`config.mk`:
```
export PLATFORM = sky130hd
export DESIGN_NAME = ti_sif_rx
export DESIGN_NICKNAME = d
export VERILOG_FILES = /design/src/rtl/ti_sif_pkg.sv /design/src/rtl/ti_sif_sync.sv /design/src/rtl/ti_sif_rx.sv
export SDC_FILE = /design/constraint.sdc
export NUM_CORES = 1
export LEC_CHECK = 0
export ABC_AREA = 0
export BUFFER_PORTS_ARGS = -buffer_cell sky130_fd_sc_hd__buf_2
export CAP_MARGIN = 25
export CORE_UTILIZATION = 58
export CTS_BUF_LIST = sky130_fd_sc_hd__clkbuf_8
export DETAILED_ROUTE_END_ITERATION = 16
export GPL_TIMING_DRIVEN = 1
export PLACE_DENSITY_LB_ADDON = 0.12
export SYNTH_ARGS = -nofsm -noshare
export SYNTH_HDL_FRONTEND = slang
export SYNTH_SLANG_ARGS = --single-unit
export TNS_END_PERCENT = 10
```
`constraint.sdc`:
```
create_clock -name i_clk -period 1.85 [get_ports i_clk]
set_input_delay 0.185 -clock i_clk [delete_from_list [all_inputs] [get_ports i_clk]]
set_output_delay 0.185 -clock i_clk [all_outputs]
set_load 0.05 [all_outputs]
```
`src/rtl/ti_sif_pkg.sv`:
```
// Shared types and helpers for the SIF receive slice: FSM state encoding
// and the frame-length function used to size the bit counter.
package ti_sif_pkg;

   typedef enum logic [2:0] {
      ST_IDLE,
      ST_HDR,
      ST_WDATA,
      ST_RDATA,
      ST_WAIT_DESEL
   } sif_state_e;

   // Total number of serial bits in one frame: R/W flag, address, data.
   function automatic int unsigned sif_frame_len(input int unsigned rw_bits,
                                                 input int unsigned addr_bits,
                                                 input int unsigned data_bits);
      return rw_bits + addr_bits + data_bits;
   endfunction

endpackage

```
`src/rtl/ti_sif_sync.sv`:
```
// Multi-stage synchronizer for one asynchronous SIF pin. It provides the
// synchronized level plus registered one-cycle rise/fall flags that are
// aligned with that level.
module ti_sif_sync #(
   parameter int unsigned P_STAGES  = 2,
   parameter logic        P_RST_VAL = 1'b0
) (
   input  logic i_clk,
   input  logic i_arst_n,
   input  logic i_d,
   output logic o_lvl,
   output logic o_rise,
   output logic o_fall
);

   logic [P_STAGES-1:0] sync_q;

   // Synchronizer chain, one extra level stage and registered edge flags.
   always_ff @(posedge i_clk or negedge i_arst_n) begin
      if (!i_arst_n) begin
         sync_q <= {P_STAGES{P_RST_VAL}};
         o_lvl  <= P_RST_VAL;
         o_rise <= 1'b0;
         o_fall <= 1'b0;
      end else begin
         sync_q <= {sync_q[P_STAGES-2:0], i_d};
         o_lvl  <= sync_q[P_STAGES-1];
         o_rise <= sync_q[P_STAGES-1] & ~o_lvl;
         o_fall <= ~sync_q[P_STAGES-1] & o_lvl;
      end
   end

endmodule

```
`src/rtl/ti_sif_rx.sv`:
```
// SIF slave receiver: decodes serial frames (R/W flag, address, data,
// MSB first) into register-write strobes. Define TI_SIF_RX_RD_EN to enable
// register reads with serial read-data return on o_sdout.
module ti_sif_rx
   import ti_sif_pkg::*;
#(
   parameter int unsigned P_SIF_ADDR_BITS  = 8,
   parameter int unsigned P_SIF_DATA_BITS  = 8,
   parameter int unsigned P_SIF_RD_WR_BITS = 1,
   parameter int unsigned P_SYNC_STAGES    = 2
) (
   input  logic                       i_clk,
   input  logic                       i_arst_n,
   input  logic                       i_sclk,
   input  logic                       i_sel_n,
   input  logic                       i_sdin,
   output logic                       o_sdout,
   output logic                       o_sdout_oe,
   output logic                       o_wr_valid,
   output logic [P_SIF_ADDR_BITS-1:0] o_wr_addr,
   output logic [P_SIF_DATA_BITS-1:0] o_wr_data,
   output logic                       o_rd_req,
   output logic [P_SIF_ADDR_BITS-1:0] o_rd_addr,
   input  logic [P_SIF_DATA_BITS-1:0] i_rd_data,
   output logic                       o_frame_err
);

   localparam int unsigned N      = sif_frame_len(P_SIF_RD_WR_BITS, P_SIF_ADDR_BITS, P_SIF_DATA_BITS);
   localparam int unsigned CW     = $clog2(N) + 1;
   localparam int unsigned HL     = P_SIF_RD_WR_BITS + P_SIF_ADDR_BITS;
   localparam int unsigned FW     = P_SIF_ADDR_BITS + P_SIF_DATA_BITS;
   localparam int unsigned SETTLE = P_SYNC_STAGES + 1;
   localparam int unsigned SW     = $clog2(P_SYNC_STAGES + 2);

   if (P_SIF_RD_WR_BITS > 1) begin : g_bad_rw
      $fatal(1, "ti_sif_rx: P_SIF_RD_WR_BITS must be 0 or 1");
   end
   if (P_SYNC_STAGES < 2) begin : g_bad_sync
      $fatal(1, "ti_sif_rx: P_SYNC_STAGES must be at least 2");
   end

   logic sclk_rise, sclk_fall, sclk_lvl_unused;
   logic sel_lvl, sel_rise, sel_fall;
   logic sdin_lvl, sdin_rise_unused, sdin_fall_unused;

   ti_sif_sync #(.P_STAGES(P_SYNC_STAGES), .P_RST_VAL(1'b0)) u_sync_sclk (
      .i_clk(i_clk), .i_arst_n(i_arst_n), .i_d(i_sclk),
      .o_lvl(sclk_lvl_unused), .o_rise(sclk_rise), .o_fall(sclk_fall));

   ti_sif_sync #(.P_STAGES(P_SYNC_STAGES), .P_RST_VAL(1'b1)) u_sync_sel (
      .i_clk(i_clk), .i_arst_n(i_arst_n), .i_d(i_sel_n),
      .o_lvl(sel_lvl), .o_rise(sel_rise), .o_fall(sel_fall));

   ti_sif_sync #(.P_STAGES(P_SYNC_STAGES), .P_RST_VAL(1'b0)) u_sync_sdin (
      .i_clk(i_clk), .i_arst_n(i_arst_n), .i_d(i_sdin),
      .o_lvl(sdin_lvl), .o_rise(sdin_rise_unused), .o_fall(sdin_fall_unused));

   sif_state_e    state;
   logic [CW-1:0] cnt;
   logic [CW-1:0] cnt_nxt;
   logic [FW-1:0] frm;
   logic [FW-1:0] frm_nxt;
   logic [SW-1:0] settle;
   logic          rd_rej;

   // Saturating bit count and frame shift; the R/W bit falls off the top.
   assign cnt_nxt = (cnt == CW'(N + 1)) ? cnt : cnt + CW'(1);
   assign frm_nxt = {frm[FW-2:0], sdin_lvl};

`ifdef TI_SIF_RX_RD_EN
   logic [P_SIF_DATA_BITS-1:0] rd_sh;
`else
   logic unused_rd;
   assign unused_rd  = ^{i_rd_data, sclk_fall};
   assign o_rd_req   = 1'b0;
   assign o_rd_addr  = '0;
   assign o_sdout    = 1'b0;
   assign o_sdout_oe = 1'b0;
`endif

   // Frame FSM: deselect always ends a frame; WAIT_DESEL lets the sel_n
   // synchronizer settle so a frame cut by reset is discarded.
   always_ff @(posedge i_clk or negedge i_arst_n) begin
      if (!i_arst_n) begin
         state       <= ST_WAIT_DESEL;
         cnt         <= '0;
         frm         <= '0;
         settle      <= '0;
         rd_rej      <= 1'b0;
         o_wr_valid  <= 1'b0;
         o_wr_addr   <= '0;
         o_wr_data   <= '0;
         o_frame_err <= 1'b0;
`ifdef TI_SIF_RX_RD_EN
         o_rd_req    <= 1'b0;
         o_rd_addr   <= '0;
         o_sdout     <= 1'b0;
         o_sdout_oe  <= 1'b0;
         rd_sh       <= '0;
`endif
      end else begin
         o_wr_valid  <= 1'b0;
         o_frame_err <= 1'b0;
`ifdef TI_SIF_RX_RD_EN
         o_rd_req    <= 1'b0;
`endif
         if (sel_rise) begin
            state  <= ST_IDLE;
            rd_rej <= 1'b0;
`ifdef TI_SIF_RX_RD_EN
            o_sdout_oe <= 1'b0;
`endif
            if (state == ST_WAIT_DESEL) begin
               o_frame_err <= rd_rej;
            end else if (state != ST_IDLE && cnt != '0) begin
               if (cnt != CW'(N)) begin
                  o_frame_err <= 1'b1;
               end else if (state == ST_WDATA) begin
                  o_wr_valid <= 1'b1;
                  o_wr_addr  <= frm[P_SIF_DATA_BITS +: P_SIF_ADDR_BITS];
                  o_wr_data  <= frm[P_SIF_DATA_BITS-1:0];
               end
            end
         end else begin
            case (state)
               ST_IDLE: begin
                  if (sel_fall) begin
                     cnt   <= '0;
                     state <= ST_HDR;
                  end
               end
               ST_HDR: begin
                  if (sclk_rise) begin
                     frm <= frm_nxt;
                     cnt <= cnt_nxt;
                     if (cnt_nxt == CW'(HL)) begin
                        if (P_SIF_RD_WR_BITS == 0 || !frm_nxt[P_SIF_ADDR_BITS]) begin
                           state <= ST_WDATA;
                        end else begin
`ifdef TI_SIF_RX_RD_EN
                           o_rd_req   <= 1'b1;
                           o_rd_addr  <= frm_nxt[P_SIF_ADDR_BITS-1:0];
                           o_sdout_oe <= 1'b1;
                           state      <= ST_RDATA;
`else
                           rd_rej <= 1'b1;
                           settle <= '0;
                           state  <= ST_WAIT_DESEL;
`endif
                        end
                     end
                  end
               end
               ST_WDATA: begin
                  if (sclk_rise) begin
                     frm <= frm_nxt;
                     cnt <= cnt_nxt;
                  end
               end
`ifdef TI_SIF_RX_RD_EN
               ST_RDATA: begin
                  if (o_rd_req) begin
                     rd_sh <= i_rd_data;
                  end
                  if (sclk_rise) begin
                     cnt <= cnt_nxt;
                  end
                  if (sclk_fall) begin
                     o_sdout <= rd_sh[P_SIF_DATA_BITS-1];
                     rd_sh   <= rd_sh << 1;
                  end
               end
`endif
               ST_WAIT_DESEL: begin
                  if (settle != SW'(SETTLE)) begin
                     settle <= settle + SW'(1);
                  end else if (sel_lvl) begin
                     state <= ST_IDLE;
                  end
               end
               default: begin
                  state <= ST_WAIT_DESEL;
               end
            endcase
         end
      end
   end

endmodule

```
==> impl_metrics.sql, run 1 <==
INSERT INTO impl_metrics (metric_group, metric, value, unit) VALUES
('yosys', 'avgSynthCellArea', '11.51', 'um^2'),
('power_and_ir_drop', 'max-vdd-ir-drop', '0.6533', 'mV'),
('floorplanning', 'die_area', '4697', 'um^2'),
('worst_setup_path', 'r2r_end', 'settle[0]', ''),
('worst_hold_path', 'worst_hold_path.num_cells', '0', ''),
('flow_run', 'max_cap_violations', '0', ''),
('yosys', 'synth_seq_area_share', '56.73', '%'),
('clock_tree', 'htree_levels', '3', ''),
('sta', 'post-route-period-util', '95.54', '%'),
('routing', 'ant_nets', '0', ''),
('clock_tree', 'cts_tree', 'done', ''),
('floorplanning', 'core_area', '4115', 'um^2'),
('clock_tree', 'root_buffer', 'clkbuf_8', ''),
('layout', 'finish.utilization', '72.91', '%'),
('worst_setup_path', 'cp_data_arrival_time', '2.04', 'ns'),
('clock_tree', 'tritoncts.num_buffers', '9', ''),
('yosys', 'main_combinational_cell_family_by_area_after_synthesis', 'simple AND/OR/NAND/NOR gates', ''),
('yosys', 'syn-cell-area', '2567', 'um^2'),
('status', 'outcome', 'complete, no violations', ''),
('global_route', 'grt_pass1_wl', '6.824', 'mm'),
('global_route', 'grtUsageTotal', '21.08', '%'),
('yosys', 'post_synth_xor_area_fraction', '1.365', '%'),
('clock_tree', 'cts.sink_count', '58', ''),
('worst_setup_path', 'r2r_slack', '0.08', 'ns'),
('worst_setup_path', 'timing.critical_path.max_delay_family', 'simple AND/OR/NAND/NOR gates', ''),
('worst_setup_path', 'critical_path.startpoint_type', 'register', ''),
('place', 'post-place-cells', '295', ''),
('worst_hold_path', 'hold_path.startpoint', 'u_sync_sclk.sync_q[0]', ''),
('sta', 'final_period_minus_worst_setup_slack', '1.767', 'ns'),
('yosys', 'synth_warnings', '0', ''),
('layout', 'multi_input_area', '996.0', 'um^2'),
('clock_tree', 'worstSkewPairLatency', '0.34', 'ns'),
('routing', 'route.detailed.vias_per_inst', '5.398', ''),
('sta', 'timing_max_transition_violations_final', '0', ''),
('worst_setup_path', 'crit_fanout', '3', ''),
('layout', 'final_area', '3000', 'um^2'),
('layout', 'mostFrequentLayoutCell', 'dfrtp_1', ''),
('sta', 'finalClockSkew', '0.009289', 'ns'),
('worst_setup_path', 'critical_path.slowest_cell', 'or4b_2', ''),
('power_and_ir_drop', 'post-layout-total-power', '2.828', 'mW'),
('floorplanning', 'boundaryPins', '42', ''),
('worst_setup_path', 'cp_slowest_stage_delay', '0.67', 'ns'),
('yosys', 'synth-adder-area-share', '2.437', '%'),
('place', 'place.gp.congestion', '0.8226', ''),
('routing', 'wirelength', '4.380', 'mm'),
('worst_setup_path', 'setup.worst_path.start', 'settle[0]', ''),
('place', 'buffer_ports.inserted', '22', ''),
('sta', 'whs', '0.3499', 'ns'),
('clock_tree', 'cts_max_path_buffers', '2', ''),
('global_route', 'grt_overflow_total', '0', ''),
('yosys', 'post_synth_mux_area_share', '9.600', '%'),
('yosys', 'ys_seq_elements', '58', ''),
('layout', 'diodes_inserted', '0', ''),
('routing', 'final_routed_wire_length_divided_by_cell_count', '13.73', 'um'),
('global_route', 'grt_start_max_net_pins', '59', ''),
('layout', 'layout.filler_cells', '323', ''),
('worst_setup_path', 'worst-path-buf-inv', '0', ''),
('power_and_ir_drop', 'power_leakage', '1.602', 'nW'),
('worst_setup_path', 'rr_worst_depth', '5', ''),
('layout', 'proportion_of_layout_cells_with_a_drive_suffix_above_1', '31.97', '%'),
('worst_setup_path', 'setup.worst_path.end_class', 'register', ''),
('sta', 'final-hold-violation-count', '0', ''),
('routing', 'number_of_drc_markers_in_iteration_0', '97', ''),
('sta', 'post_route_setup_slack', '0.08255', 'ns'),
('place', 'post-place-ws', '0.03416', 'ns'),
('clock_tree', 'clk_pin_slew_worst_paths', '0.06', 'ns'),
('power_and_ir_drop', 'power.density', '942.7', 'nW/um^2'),
('worst_hold_path', 'worst_hold_path_type', 'reg2reg', ''),
('global_route', 'antenna_found_initial', '0', ''),
('layout', 'layout_common_cells', '53 x dfrtp_1, 50 x nand2_1, 22 x buf_2', ''),
('sta', 'rsz0062_at_grt', 'false', '');
worst max path at each step:
stage,endpoint,slack [ns],cells past startpoint
CTS,settle[0],0.02,6
floorplan,settle[0],0.22,5
global placement,settle[0],0.11,4
detailed placement,settle[0],0.03,6
global route,settle[0],0.008,5
finish,settle[0],0.08,5
worst register-to-register path: cells and delay by family (launching register included):
kind	cells	cell delay, ns
adders and majority gates	1	0.22
DFF	1	0.41
and+or+nand+nor	2	0.81
muxes	1	0.17
AOI/OAI and AO/OA	1	0.10
kinds of logic (layout without fill, tap and decap cells):
kind of cell / count (synthesis) / after routing
and+or+nand+nor: 81 / 81
other: 1 / 11
muxes: 19 / 19
adders and majority gates: 5 / 5
buffers and inverters: 27 / 63
DFF: 58 / 58
xor gates and xnor gates: 4 / 4
AOI/OAI and AO/OA: 28 / 28
report_power, final:
part           internal, mW  switching, mW  leakage, nW  total, mW
clock                 0.508          0.483       0.0892      0.991
sequential             1.36         0.0959        0.768       1.46
combinational         0.148          0.231        0.744      0.379
total                  2.02          0.810         1.60       2.83
per-layer routing:
metal,track usage (%),routed length (um),up-vias
met1,25.90,1971,850
met5,0,0,-
li1,-,-,819
met2,31.99,2109,48
met3,9.868,232,5
met4,8.594,66,0
flip-flops by register name, indices dropped and copies added, names as in the netlist, 2 cells and up:
register	count
frm	16
o_wr_addr	8
o_wr_data	8
cnt	6
state	3
settle	2
u_sync_sclk.sync_q	2
u_sync_sdin.sync_q	2
u_sync_sel.sync_q	2
cell usage after synthesis (5+ instances only):
cell type	instances	share of area (%)
buf_2	7	1.4
nand3_1	5	0.97
nand2_1	50	7.3
o21ai_0	6	1.2
buf_4	11	3.2
mux2_2	9	3.9
dfrtp_1	54	53
mux2_4	9	5.3
a21oi_1	5	0.97
ha_1	5	2.4
nor2_1	8	1.2
timing repair:
action | 4_1_cts | 5_1_grt
endpoints found under the setup margin | 0 | 5
gates resized for setup | 0 | 6
hold endpoints to repair | 57 | 0
hold buffers | 4 | 0
buffers inserted | 0 | 4
area by class of cell:
| type | instances | share of cell area, % |
|---|---|---|
| Clock buffer | 10 | 4.587 |
| Inverter | 6 | 0.8340 |
| Clock inverter | 6 | 1.126 |
| Timing Repair Buffer | 41 | 9.591 |
| Tap cell | 50 | 2.085 |
| Sequential cell | 58 | 48.58 |
| Multi-Input combinational cell | 148 | 33.19 |
No activity file was read; power rests on OpenSTA's default activity.
==> inputs of run 2 (changes only) <==
--- a/config.mk
+++ b/config.mk
@@ -8,7 +8,7 @@
 export ABC_AREA = 0
 export BUFFER_PORTS_ARGS = -buffer_cell sky130_fd_sc_hd__buf_2
 export CAP_MARGIN = 25
-export CORE_UTILIZATION = 58
+export CORE_UTILIZATION = 52
 export CTS_BUF_LIST = sky130_fd_sc_hd__clkbuf_8
 export DETAILED_ROUTE_END_ITERATION = 16
 export GPL_TIMING_DRIVEN = 1
==> constraint.sdc (replaced) <==
create_clock -name i_clk -period 1.5 [get_ports i_clk]
set_input_delay 0.15 -clock i_clk [delete_from_list [all_inputs] [get_ports i_clk]]
set_output_delay 0.15 -clock i_clk [all_outputs]
set_load 0.05 [all_outputs]
==> impl_metrics.sql, run 2 (same netlist as run 1, synthesis figures left out) <==
INSERT INTO impl_metrics (metric_group, metric, value, unit) VALUES
('status', 'outcome', 'finished, violations left', ''),
('status', 'violations', 'negative setup slack', ''),
('worst_setup_path', 'crit_fanout', '7', ''),
('clock_tree', 'root_buffer', 'clkbuf_8', ''),
('floorplanning', 'die_area', '5222', 'um^2'),
('layout', 'diodes_inserted', '0', ''),
('worst_setup_path', 'setup.worst_path.end_class', 'register', ''),
('place', 'dpl_cell_area', '2953', 'um^2'),
('clock_tree', 'tritoncts.num_buffers', '9', ''),
('power_and_ir_drop', 'power_leakage', '1.741', 'nW'),
('global_route', 'grt_util_met1', '28.93', '%'),
('sta', 'whs', '0.3436', 'ns'),
('worst_setup_path', 'cp_data_arrival_time', '1.88', 'ns'),
('routing', 'route.detailed.vias_per_inst', '4.899', ''),
('floorplanning', 'boundaryPins', '42', ''),
('global_route', 'antenna_found_initial', '0', ''),
('layout', 'reg.largest.list', 'frm: 16 flops, o_wr_addr: 8 flops, o_wr_data: 8 flops', ''),
('floorplanning', 'initial_utilization', '54.36', '%'),
('clock_tree', 'cts_max_path_buffers', '2', ''),
('layout', 'mostFrequentLayoutCell', 'nand2_1', ''),
('sta', 'fin_setup_tns', '-1.559', 'ns'),
('layout', 'final_area', '3291', 'um^2'),
('power_and_ir_drop', 'max-vdd-ir-drop', '0.7259', 'mV'),
('layout', 'flow.area_growth_from_synthesis', '28.17', '%'),
('place', 'place.gp.congestion', '0.8764', ''),
('layout', 'number_of_nets_in_the_layout', '304', ''),
('routing', 'drt_pass1_iterations', '4', ''),
('layout', 'layout.cells.non_filler', '358', ''),
('global_route', 'grt_pass1_vias', '1783', ''),
('clock_tree', 'cts.sink_count', '58', ''),
('worst_setup_path', 'timing_worst_setup_path_type', 'reg2reg', ''),
('worst_setup_path', 'critical_path.startpoint_type', 'register', ''),
('power_and_ir_drop', 'post-layout-total-power', '3.857', 'mW'),
('layout', 'layout_common_cells', '50 x nand2_1, 48 x dfrtp_1, 33 x buf_4', ''),
('clock_tree', 'cts_tree', 'done', ''),
('worst_setup_path', 'worst_ep_required_time', '1.78', 'ns'),
('flow_run', 'max_cap_violations', '0', ''),
('place', 'post-place-cells', '334', ''),
('clock_tree', 'worstSkewPairLatency', '0.34', 'ns'),
('routing', 'vias', '1754', ''),
('layout', 'finish.utilization', '69.67', '%'),
('global_route', 'grt_overflow_total', '0', ''),
('sta', 'finalClockSkew', '0.01044', 'ns'),
('floorplanning', 'core_area', '4723', 'um^2'),
('global_route', 'met2_usage', '34.27', '%'),
('routing', 'number_of_drc_markers_in_iteration_0', '109', ''),
('sta', 'timing_max_transition_violations_final', '0', ''),
('place', 'buffer_ports.inserted', '22', ''),
('floorplanning', 'fp.dieH', '72.27', 'um'),
('power_and_ir_drop', 'power.density', '1172', 'nW/um^2'),
('routing', 'wirelength', '4.969', 'mm'),
('global_route', 'grt_pass1_wl', '8.487', 'mm'),
('global_route', 'globalRoute.busiestLayer', 'met2', ''),
('place', 'hpwl_after_detailed_placement', '3.114', 'mm'),
('sta', 'post-route-period-util', '106.3', '%'),
('place', 'post-place-ws', '-0.1541', 'ns'),
('routing', 'remaining_drc_errors', '0', ''),
('routing', 'final_routed_wire_length_divided_by_cell_count', '13.88', 'um'),
('sta', 'final-hold-violation-count', '0', ''),
('floorplanning', 'placementRows', '25', ''),
('sta', 'final_period_minus_worst_setup_slack', '1.594', 'ns'),
('layout', 'largest-register', 'frm', ''),
('global_route', 'grt_start_max_net_pins', '59', ''),
('clock_tree', 'htree_levels', '3', ''),
('layout', 'proportion_of_layout_cells_with_a_drive_suffix_above_1', '41.24', '%'),
('worst_hold_path', 'worst_hold_path_type', 'in2async', ''),
('sta', 'setup_viol', '21', ''),
('global_route', 'grtUsageTotal', '22.27', '%'),
('floorplanning', 'chipWidth', '72.27', 'um'),
('sta', 'max_clock_freq', '627.4', 'MHz'),
('routing', 'ant_nets', '0', ''),
('layout', 'largest_register_ff_count', '16', ''),
('clock_tree', 'clk_pin_slew_worst_paths', '0.07', 'ns'),
('sta', 'post_route_setup_slack', '-0.09396', 'ns'),
('global_route', 'grtUsageMet3', '6.667', '%'),
('sta', 'rsz0062_at_grt', 'true', '');
## run 2: worst max-delay path, stage by stage, from the launching register on
cell and delay, ns:
dfstp_2 0.63, or4b_4 0.53, nor2_4 0.13, mux2_2 0.15, a31o_2 0.10
## run 2: area by class of cell
type                            instances  area, um^2
Inverter                                6       26.28
Timing Repair Buffer                   63       469.2
Multi-Input combinational cell        148        1040
Clock inverter                          4       42.54
Tap cell                               67       83.83
Sequential cell                        58        1464
Fill cell                             357        1433
Clock buffer                           12       165.2
## run 2: report_power, final
part	internal (mW)	total (mW)	switching (mW)
registers	1.68	1.81	0.122
logic	0.253	0.579	0.326
clock network	0.888	1.47	0.583
## run 2: worst paths after layout
check	from	endpoint	slack, ns	cells after the start
max in group asynchronous	i_arst_n	u_sync_sel.sync_q[1]	0.86	3
hold reg to reg	u_sync_sclk.sync_q[0]	u_sync_sclk.sync_q[1]	0.35	0
hold / removal	i_arst_n	frm[2]	0.34	3
setup / recovery	state[2]	settle[0]	-0.09	4
min in group i_clk	u_sync_sclk.sync_q[0]	u_sync_sclk.sync_q[1]	0.35	0
setup reg to reg	state[2]	settle[0]	-0.09	4
## run 2: layer usage
metal,wire length [um],vias to the layer above
met3,202,12
met4,98,0
met5,0,-
li1,-,858
met1,2265,845
met2,2403,39
## run 2: what timing repair did
item / 4_1_cts / 5_1_grt
resized for setup: 18 / 1
endpoints found under the hold margin: 57 / 0
setup buffers: 4 / 0
pin swaps: 6 / 2
hold buffers: 4 / 0
endpoints found under the setup margin: 42 / 26
